===== config.mk =====
export PLATFORM = sky130hd
export DESIGN_NAME = nibble_serial_adder
export DESIGN_NICKNAME = d
export VERILOG_FILES = /design/src/rtl/nibble_serial_adder_pkg.sv /design/src/rtl/nibble_serial_adder_add4_slice.sv /design/src/rtl/nibble_serial_adder.sv
export SDC_FILE = /design/constraint.sdc
export NUM_CORES = 1
export LEC_CHECK = 0
export ABC_CLOCK_PERIOD_IN_PS = 3600
export BUFFER_PORTS_ARGS = -buffer_cell sky130_fd_sc_hd__buf_2
export CAP_MARGIN = 20
export CORE_ASPECT_RATIO = 1.75
export CORE_MARGIN = 2
export CORE_UTILIZATION = 53
export CTS_CLUSTER_DIAMETER = 50
export DETAILED_ROUTE_END_ITERATION = 10
export PLACE_DENSITY_LB_ADDON = 0.2
export SYNTH_ARGS = -nofsm -noshare
export SYNTH_HDL_FRONTEND = slang
export SYNTH_SLANG_ARGS = --single-unit

===== constraint.sdc =====
create_clock -name clk -period 3.6 [get_ports clk]
set_input_delay 0.72 -clock clk [delete_from_list [all_inputs] [get_ports clk]]
set_output_delay 0.72 -clock clk [all_outputs]
set_load 0.02 [all_outputs]

===== src/rtl/nibble_serial_adder_pkg.sv =====
`default_nettype none
// ============================================================================
// Module      : nibble_serial_adder_pkg
// Description : Shared types and constants for the nibble-serial adder.
// Revision    : 1.0 - initial release
// ============================================================================
package nibble_serial_adder_pkg;

  // Width of one serial step; the datapath processes one nibble per cycle.
  localparam int NIBBLE_W = 4;

  // Control states of the adder sequencer.
  typedef enum logic [1:0] {
    ST_IDLE = 2'd0,
    ST_RUN  = 2'd1,
    ST_DONE = 2'd2
  } state_t;

endpackage
`default_nettype wire


===== src/rtl/nibble_serial_adder_add4_slice.sv =====
`default_nettype none
// ============================================================================
// Module      : add4_slice
// Description : Combinational 4-bit ripple-carry adder slice.
// Revision    : 1.0 - initial release
// ============================================================================
module add4_slice
  import nibble_serial_adder_pkg::*;
(
  input  logic [NIBBLE_W-1:0] a_i,
  input  logic [NIBBLE_W-1:0] b_i,
  input  logic                cin_i,
  output logic [NIBBLE_W-1:0] sum_o,
  output logic                cout_o
);

  // Carry chain: w_c[0] is the slice carry-in, w_c[NIBBLE_W] the carry-out.
  logic [NIBBLE_W:0] w_c;

  assign w_c[0] = cin_i;

  // One full adder per bit, carry rippling from LSB to MSB.
  for (genvar gi = 0; gi < NIBBLE_W; gi++) begin : g_bit
    assign sum_o[gi]   = a_i[gi] ^ b_i[gi] ^ w_c[gi];
    assign w_c[gi + 1] = (a_i[gi] & b_i[gi]) | (w_c[gi] & (a_i[gi] ^ b_i[gi]));
  end

  assign cout_o = w_c[NIBBLE_W];

endmodule
`default_nettype wire


===== src/rtl/nibble_serial_adder.sv =====
`default_nettype none
// ============================================================================
// Module      : nibble_serial_adder
// Description : Adds two WIDTH-bit unsigned operands plus carry-in, one nibble
//               per clock, through a single 4-bit slice. Valid/ready on both
//               sides; all outputs come straight from registers.
//               Optional macro NIBBLE_SERIAL_ADDER_OVF_EN adds the out_ovf
//               two's-complement overflow output.
// Revision    : 1.0 - initial release
// ============================================================================
module nibble_serial_adder
  import nibble_serial_adder_pkg::*;
#(
  parameter int WIDTH = 16
) (
  input  logic             clk,
  input  logic             rst,
  input  logic             in_valid,
  output logic             in_ready,
  input  logic [WIDTH-1:0] in_a,
  input  logic [WIDTH-1:0] in_b,
  input  logic             in_cin,
  output logic             out_valid,
  input  logic             out_ready,
  output logic [WIDTH-1:0] out_sum,
`ifdef NIBBLE_SERIAL_ADDER_OVF_EN
  output logic             out_ovf,
`endif
  output logic             out_cout
);

  localparam int N     = WIDTH / NIBBLE_W;
  localparam int IDX_W = (N > 1) ? $clog2(N) : 1;

  state_t               state_q;
  logic                 in_ready_q;
  logic                 out_valid_q;
  logic [WIDTH-1:0]     a_q;
  logic [WIDTH-1:0]     b_q;
  logic [WIDTH-1:0]     sum_q;
  logic                 carry_q;
  logic [IDX_W-1:0]     idx_q;
`ifdef NIBBLE_SERIAL_ADDER_OVF_EN
  logic                 ovf_q;
`endif

  // Slice results are the next-state values of the current nibble and carry.
  logic [NIBBLE_W-1:0]  nib_d;
  logic                 carry_d;
  logic                 last_nib;

  assign last_nib = (idx_q == IDX_W'(N - 1));

  add4_slice u_slice (
    .a_i    (a_q[idx_q*NIBBLE_W +: NIBBLE_W]),
    .b_i    (b_q[idx_q*NIBBLE_W +: NIBBLE_W]),
    .cin_i  (carry_q),
    .sum_o  (nib_d),
    .cout_o (carry_d)
  );

  // Sequencer and datapath: accept in IDLE, one nibble per RUN cycle, hold in DONE.
  always_ff @(posedge clk) begin
    if (rst) begin
      state_q     <= ST_IDLE;
      in_ready_q  <= 1'b1;
      out_valid_q <= 1'b0;
      a_q         <= '0;
      b_q         <= '0;
      sum_q       <= '0;
      carry_q     <= 1'b0;
      idx_q       <= '0;
`ifdef NIBBLE_SERIAL_ADDER_OVF_EN
      ovf_q       <= 1'b0;
`endif
    end else begin
      case (state_q)
        ST_IDLE: begin
          if (in_valid) begin
            a_q        <= in_a;
            b_q        <= in_b;
            carry_q    <= in_cin;
            idx_q      <= '0;
            sum_q      <= '0;
`ifdef NIBBLE_SERIAL_ADDER_OVF_EN
            ovf_q      <= 1'b0;
`endif
            in_ready_q <= 1'b0;
            state_q    <= ST_RUN;
          end
        end
        ST_RUN: begin
          sum_q[idx_q*NIBBLE_W +: NIBBLE_W] <= nib_d;
          carry_q <= carry_d;
          idx_q   <= idx_q + 1'b1;
          if (last_nib) begin
            // The final slice produces the sign bit of the sum.
`ifdef NIBBLE_SERIAL_ADDER_OVF_EN
            ovf_q       <= (a_q[WIDTH-1] == b_q[WIDTH-1]) &&
                           (nib_d[NIBBLE_W-1] != a_q[WIDTH-1]);
`endif
            out_valid_q <= 1'b1;
            state_q     <= ST_DONE;
          end
        end
        ST_DONE: begin
          if (out_ready) begin
            out_valid_q <= 1'b0;
            in_ready_q  <= 1'b1;
            state_q     <= ST_IDLE;
          end
        end
        default: begin
          out_valid_q <= 1'b0;
          in_ready_q  <= 1'b1;
          state_q     <= ST_IDLE;
        end
      endcase
    end
  end

  assign in_ready  = in_ready_q;
  assign out_valid = out_valid_q;
  assign out_sum   = sum_q;
  // After the last nibble the carry register holds the full-width carry-out.
  assign out_cout  = carry_q;
`ifdef NIBBLE_SERIAL_ADDER_OVF_EN
  assign out_ovf   = ovf_q;
`endif

endmodule
`default_nettype wire


Word level (Yosys, flattened, before mapping)

Cells that the tools add are included.

Add/subtract/negate cells: 2
Reduce and logical (&&, ||, !) cells: 7
Equality and inequality tests: 6
Mux-type cells: 17
Bitwise gates (word level): 22
Shift operators: 4

Operators by type and width:

| cell                                                   | number |
|---|---|
| negator 4 -> 34 bit                                    | 1 |
| variable shift 4 x 34 -> 16 bit (first input constant) | 1 |
| indexed part select 4 x 34 -> 16 bit                   | 1 |
| case mux 16 bit (2 select lines)                       | 1 |
| indexed part select 16 x 5 -> 4 bit                    | 2 |
| bitwise mux 16 bit                                     | 1 |
| 2-to-1 mux 16 bit                                      | 1 |
| AND reduction 3 bit                                    | 3 |
| bitwise AND 1 bit                                      | 8 |
| 2-to-1 mux 2 bit                                       | 4 |
| bitwise XOR 1 bit                                      | 8 |
| != test 2 bit (second input constant)                  | 3 |
| case mux 1 bit (3 select lines)                        | 2 |
| case mux 2 bit (3 select lines)                        | 1 |
| 2-to-1 mux 1 bit                                       | 5 |
| == test 2 bit (second input constant)                  | 2 |
| bitwise OR 1 bit                                       | 4 |
| case mux 2 bit (2 select lines)                        | 1 |
| AND reduction 2 bit                                    | 2 |
| adder 2 x 1 -> 2 bit (second input constant)           | 1 |
| == test 2 x 1 -> 1 bit (second input constant)         | 1 |
| logical NOT 2 bit                                      | 1 |
| NOT 1 bit                                              | 2 |
| case mux 1 bit (2 select lines)                        | 1 |
| nonzero test 2 bit                                     | 1 |

Logic and storage cells: 66
Flip-flop bits (word level): 55
Output and inout bits: 19
Bits of input ports: 37

Logic depth before layout (Yosys ltp)

Depth after elaboration: 12
Mapped depth: 12
Mapped depth without buffers: 11

Cells and area by module

Synthesis repeated with hierarchy kept, for this count alone.

Cells, all modules: 258
Area, all modules: 2,476.1 um2

By module, submodules not included:

| module              | cells each | instances | area each (um2) | sequential area each (um2) |
|---|---|---|---|---|
| nibble_serial_adder | 244        | 1         | 2,358.5         | 1,101.1 |
| add4_slice          | 14         | 1         | 117.6           | 0.0 |

Least setup slack after synthesis

No wires, ideal clock.

Path kind: register to register
From: register idx_q[0]
To: register sum_q[11], in the netlist out_sum[11]
Stages on the path, launching flop included: 10
Buffers on the path: 1
Path slack: 0.846 ns
Library setup time: 0.060 ns
Arrival: 2.694 ns
Period minus slack after synthesis: 2.754 ns
Data required time: 3.540 ns
Cell sequence: dfxtp_1 > buf_2 > mux4_2 > fa_1 > inv_1 > fa_1 > inv_1 > fa_1 > nor2b_1 > a22o_1

Word-level cells in the longest chain between the ends: 12
Elaborated cells on any way between the ends: 24
Classes of those cells: 1 x add/sub; 4 x shift; 2 x mux; 17 x bitwise

RTL lines:

| item                                                   | RTL line                                                                   | text |
|---|---|---|
| start, declared                                        | nibble_serial_adder.sv:42                                                  | `logic [IDX_W-1:0] idx_q;` |
| start signal, assigned                                 | nibble_serial_adder.sv:95                                                  | `idx_q <= idx_q + 1'b1;` |
| indexed part select 16 x 5 -> 4 bit (on tied branches) | nibble_serial_adder.sv:55, nibble_serial_adder.sv:56                       |  |
| bitwise XOR 1 bit                                      | nibble_serial_adder_add4_slice.sv:24, nibble_serial_adder_add4_slice.sv:25 |  |
| bitwise AND 1 bit                                      | nibble_serial_adder_add4_slice.sv:25                                       | `assign w_c[gi + 1] = (a_i[gi] & b_i[gi]) \| (w_c[gi] & (a_i[gi] ^ b_i[gi]));` |
| bitwise OR 1 bit                                       | nibble_serial_adder_add4_slice.sv:25                                       |  |
| bitwise AND 1 bit                                      | nibble_serial_adder_add4_slice.sv:25                                       |  |
| bitwise OR 1 bit                                       | nibble_serial_adder_add4_slice.sv:25                                       |  |
| bitwise AND 1 bit                                      | nibble_serial_adder_add4_slice.sv:25                                       |  |
| bitwise OR 1 bit                                       | nibble_serial_adder_add4_slice.sv:25                                       |  |
| bitwise XOR 1 bit                                      | nibble_serial_adder_add4_slice.sv:24                                       | `assign sum_o[gi] = a_i[gi] ^ b_i[gi] ^ w_c[gi];` |
| indexed part select 4 x 34 -> 16 bit                   | nibble_serial_adder.sv:93                                                  | `sum_q[idx_q*NIBBLE_W +: NIBBLE_W] <= nib_d;` |
| bitwise mux 16 bit (*)                                 | nibble_serial_adder.sv:93                                                  |  |
| case mux 16 bit (2 select lines) (*)                   | nibble_serial_adder.sv:77                                                  | `case (state_q)` |
| end signal, assigned by index                          | nibble_serial_adder.sv:93                                                  |  |
| end, declared                                          | nibble_serial_adder.sv:40                                                  | `logic [WIDTH-1:0] sum_q;` |

Every way passes the cells marked *; elsewhere a longest branch is shown, timed or not.
A chain may end at the register's enable or synchronous reset.

Worst setup path in the final report

From: register idx_q[1]
To: register sum_q[7], in the netlist out_sum[7]

The elaborated chain is that of the path after synthesis.

==> results.md <==
* Status: finished clean
* Cell Rows at 32
* CP peak stage delay at slightly below 0.7 ns
* RSZ-0062 raised after global routing: false
* Antenna Diode Count at 0
* Netlist cell types at 32
* XOR/XNOR Fraction of Synth Area at 0%
* M1 WL at ~1.8 mm
* Max-Cap Viols at 0
* R2r startpoint: idx_q[1]$_SDFFE_PP0P_
* Post-placement cell area at between 0.002 and 0.003 mm^2
* Post-Route Setup TNS at 0 ns
* Chip width at 55.3 um
* Count of final setup violators at 0
* Routed wire length at roughly 4.7 mm
* Post-route ant nets at 0
* Cts repair resizes at 0
* I/O pin count at between 50 and 60
* Mapped Area at about 0.0024 mm^2
* Vias at 1882
* Routability Congestion at 0.824
* Uppermost routed layer: met4
* Crit path max-delay cell type: dfxtp_1
* GRT Overall Usage at roughly 20%
* Die Y at ~94 um
* H-tree depth at 2
* Syn avg cell area at roughly 9.7 um^2
* Leak at roughly 1.2 nW
* Clock Skews at between 0.005 and 0.006 ns
* CP startpoint kind: flip-flop
* Post-synthesis mux area share at a little over a tenth
* Required @ worst endpoint at about 3.8 ns
* Design area at approximately 0.0028 mm^2
* Layout cells sized above 1 at 27.2%
* Residual DRC at 0
* Port Buf Inserts at 55
* Yosys top cell by area: dfxtp_1
* First-pass DRT Iterations at 4
* Worst ir drop on vdd at 0.335 mV
* Seq/Total Area, Yosys at a little under half
* WHS at between 0.4 and 0.5 ns
* Crit path cell chain: mux4_2 -> inv_1 -> fa_1 -> inv_1 -> fa_1 -> inv_1 -> fa_1 -> inv_1 -> fa_1 -> nor2b_1 -> a22o_1
* Synth area leaders: dfxtp_1 45%, nand2_1 10%, mux4_2 7.4%
* Routed len/inst at roughly 13 um
* First-pass GRT wire length at between 8 and 9 mm
* Initial Util at between 50% and 60%
* Maximum fanout along the worst path at 12
* Dpl hpwl at between 3 and 4 mm
* Hold_buf cts at 0
* Slew margin rel. at 32.0%
* Synth top area share at between 40% and 50%
* Mapped Cells at 253
* Met3 WL at 215 um
* Die area at slightly above 0.005 mm^2
* TritonCTS Sinks at 55
* Most common cell in the synthesized netlist: nand2_1
* Synth cell count leaders: 68 x nand2_1, 55 x dfxtp_1, 35 x a21oi_1, 16 x a22o_1, 12 x inv_1
* P per Cell Area at ~420 mW/mm^2
* Post-synth EDFFs at 0
* CP endpoint kind: flip-flop
* Worst-path clk slew at about 0.090 ns
* Post-Synth Simple-Gate Area at between 10% and 20%
* Worst-margin pin slew at a little over 1 ns
* Total gr overflow at 0
* Crit path time final at between 3 and 4 ns
* Pins over their slew limit at 0
* Post-synthesis compound-gate area fraction at between 10% and 20%
* Initial antenna violation count at 0
* CTS tree: built
* Post-synth ARST share at 0%
* Final nets at about 350
* Yosys warnings at 0
* Root Driver: clkbuf_8
* Yosys reg bits at 55
* Crit path buf inv count at 4
* Min-delay worst type: reg -> reg
* FILL cells at roughly 400
* Min-delay src: a_q[0]$_SDFFE_PP0P_
* # Post-CTS Setup Buffers at 0
* Syn Nets at ~300
* Number of global-route vias before repair at around 1800
* Top_reg_cell synth: dfxtp_1
* Largest net degree at the start of global routing at 48
* CP delay by family, top: adder cells
* Largest family of logic cells by synthesized area: simple AND/OR/NAND/NOR gates
* Met2 WL at 2.53 mm
* Area growth, synth to finish at 13.4%
* Starting DRT DRC Count at 28
* TritonCTS Buffers at 5
* Tcrit/Tclk final at between 80% and 90%
* Max Buffers Root-to-Sink at 2
* WS Path Type: reg -> reg
* CP Data Arrival Time at between 3 and 4 ns
* Skew-Pair Late Insertion Delay at roughly 0.30 ns
* Synth Area in Adders at 5.32%
* Crit path from: idx_q[1]$_SDFFE_PP0P_
* Drt via density at around 5.3
* Std-Cell Core Area at 0.00440 mm^2
* Fmax at ~0.33 GHz
* Hold Fails Final Rpt at 0
-- layout make-up --
class	count	area, um^2	area share [%]
multi-input cells	170	1170	42.3
inverters	12	45.0	1.62
flip-flops and latches	55	1100	39.7
repair buffers	57	290	10.5
clock buffers	8	100	3.61
well taps	51	63.8	2.30
-- sequential cells by signal, summed over array words and instances (netlist names) --
signal	flops
in_ready	1
out_valid	1
a_q	16
out_sum	16
out_cout	1
b_q	16
state_q	2
idx_q	2
-- power breakdown --
group          internal (mW)  leakage (nW)  switching (mW)  total, mW
Clock                  0.176        0.0515           0.184      0.359
Combinational         0.0672         0.664          0.0832      0.150
Sequential             0.634         0.449          0.0194      0.654
Total                  0.877          1.16           0.286       1.16
-- layer usage --
layer / vias to the layer above / global-route usage (%)
met1: 862 / 22.0
met3: 11 / 3.72
met4: 0 / 10.8
li1: 956 / -
met2: 53 / 36.4
met5: - / 0
-- cell families (layout without fill, tap and decap cells) --
| group | after synthesis | in the layout |
|---|---|---|
| buffers and inverters | 28 | 77 |
| AO/OA/AOI/OAI | 60 | 60 |
| adder cells (fa/ha/maj) | 8 | 8 |
| multiplexers | 15 | 15 |
| AND/OR/NAND/NOR | 87 | 87 |
| flip-flops | 55 | 55 |
-- layout by cell type (no fill, tap or decap), types with 4 or more instances in the layout --
master | Yosys | final
ha_1 | 4 | 4
a22o_1 | 16 | 16
fa_1 | 4 | 4
dfxtp_1 | 55 | 55
mux4_2 | 8 | 8
nand2_1 | 68 | 68
a21oi_1 | 35 | 35
clkbuf_8 | 0 | 7
nor2_1 | 6 | 6
inv_1 | 12 | 12
buf_2 | 2 | 55
-- through the flow --
stage          util (%)  std cells  worst slack (ns)  power (mW)
5_1_grt            63.0        353             0.317        1.22
2_1_floorplan         -        253             0.846       0.781
4_1_cts            63.0        353             0.530        1.18
6_report           63.0        353             0.556        1.16
3_5_place_dp       60.7        345             0.562       0.821
3_3_place_gp       60.7        345             0.628       0.817
-- worst reg2reg max path, cell delays in order, from the launching register on --
cell and delay [ns]:
dfxtp_1 0.68, mux4_2 0.31, inv_1 0.05, fa_1 0.37
inv_1 0.07, fa_1 0.16, inv_1 0.05, fa_1 0.35
inv_1 0.07, fa_1 0.39, nor2b_1 0.18, a22o_1 0.25
-- worst paths after layout --
kind / cells past startpoint / slack [ns] / to
max: 11 / 0.56 / out_sum[7]$_SDFFE_PP0P_
min: 2 / 0.46 / a_q[0]$_SDFFE_PP0P_
max reg2reg: 11 / 0.56 / out_sum[7]$_SDFFE_PP0P_
min reg2reg: 2 / 0.46 / a_q[0]$_SDFFE_PP0P_
Power figures use the tool's default switching activity.
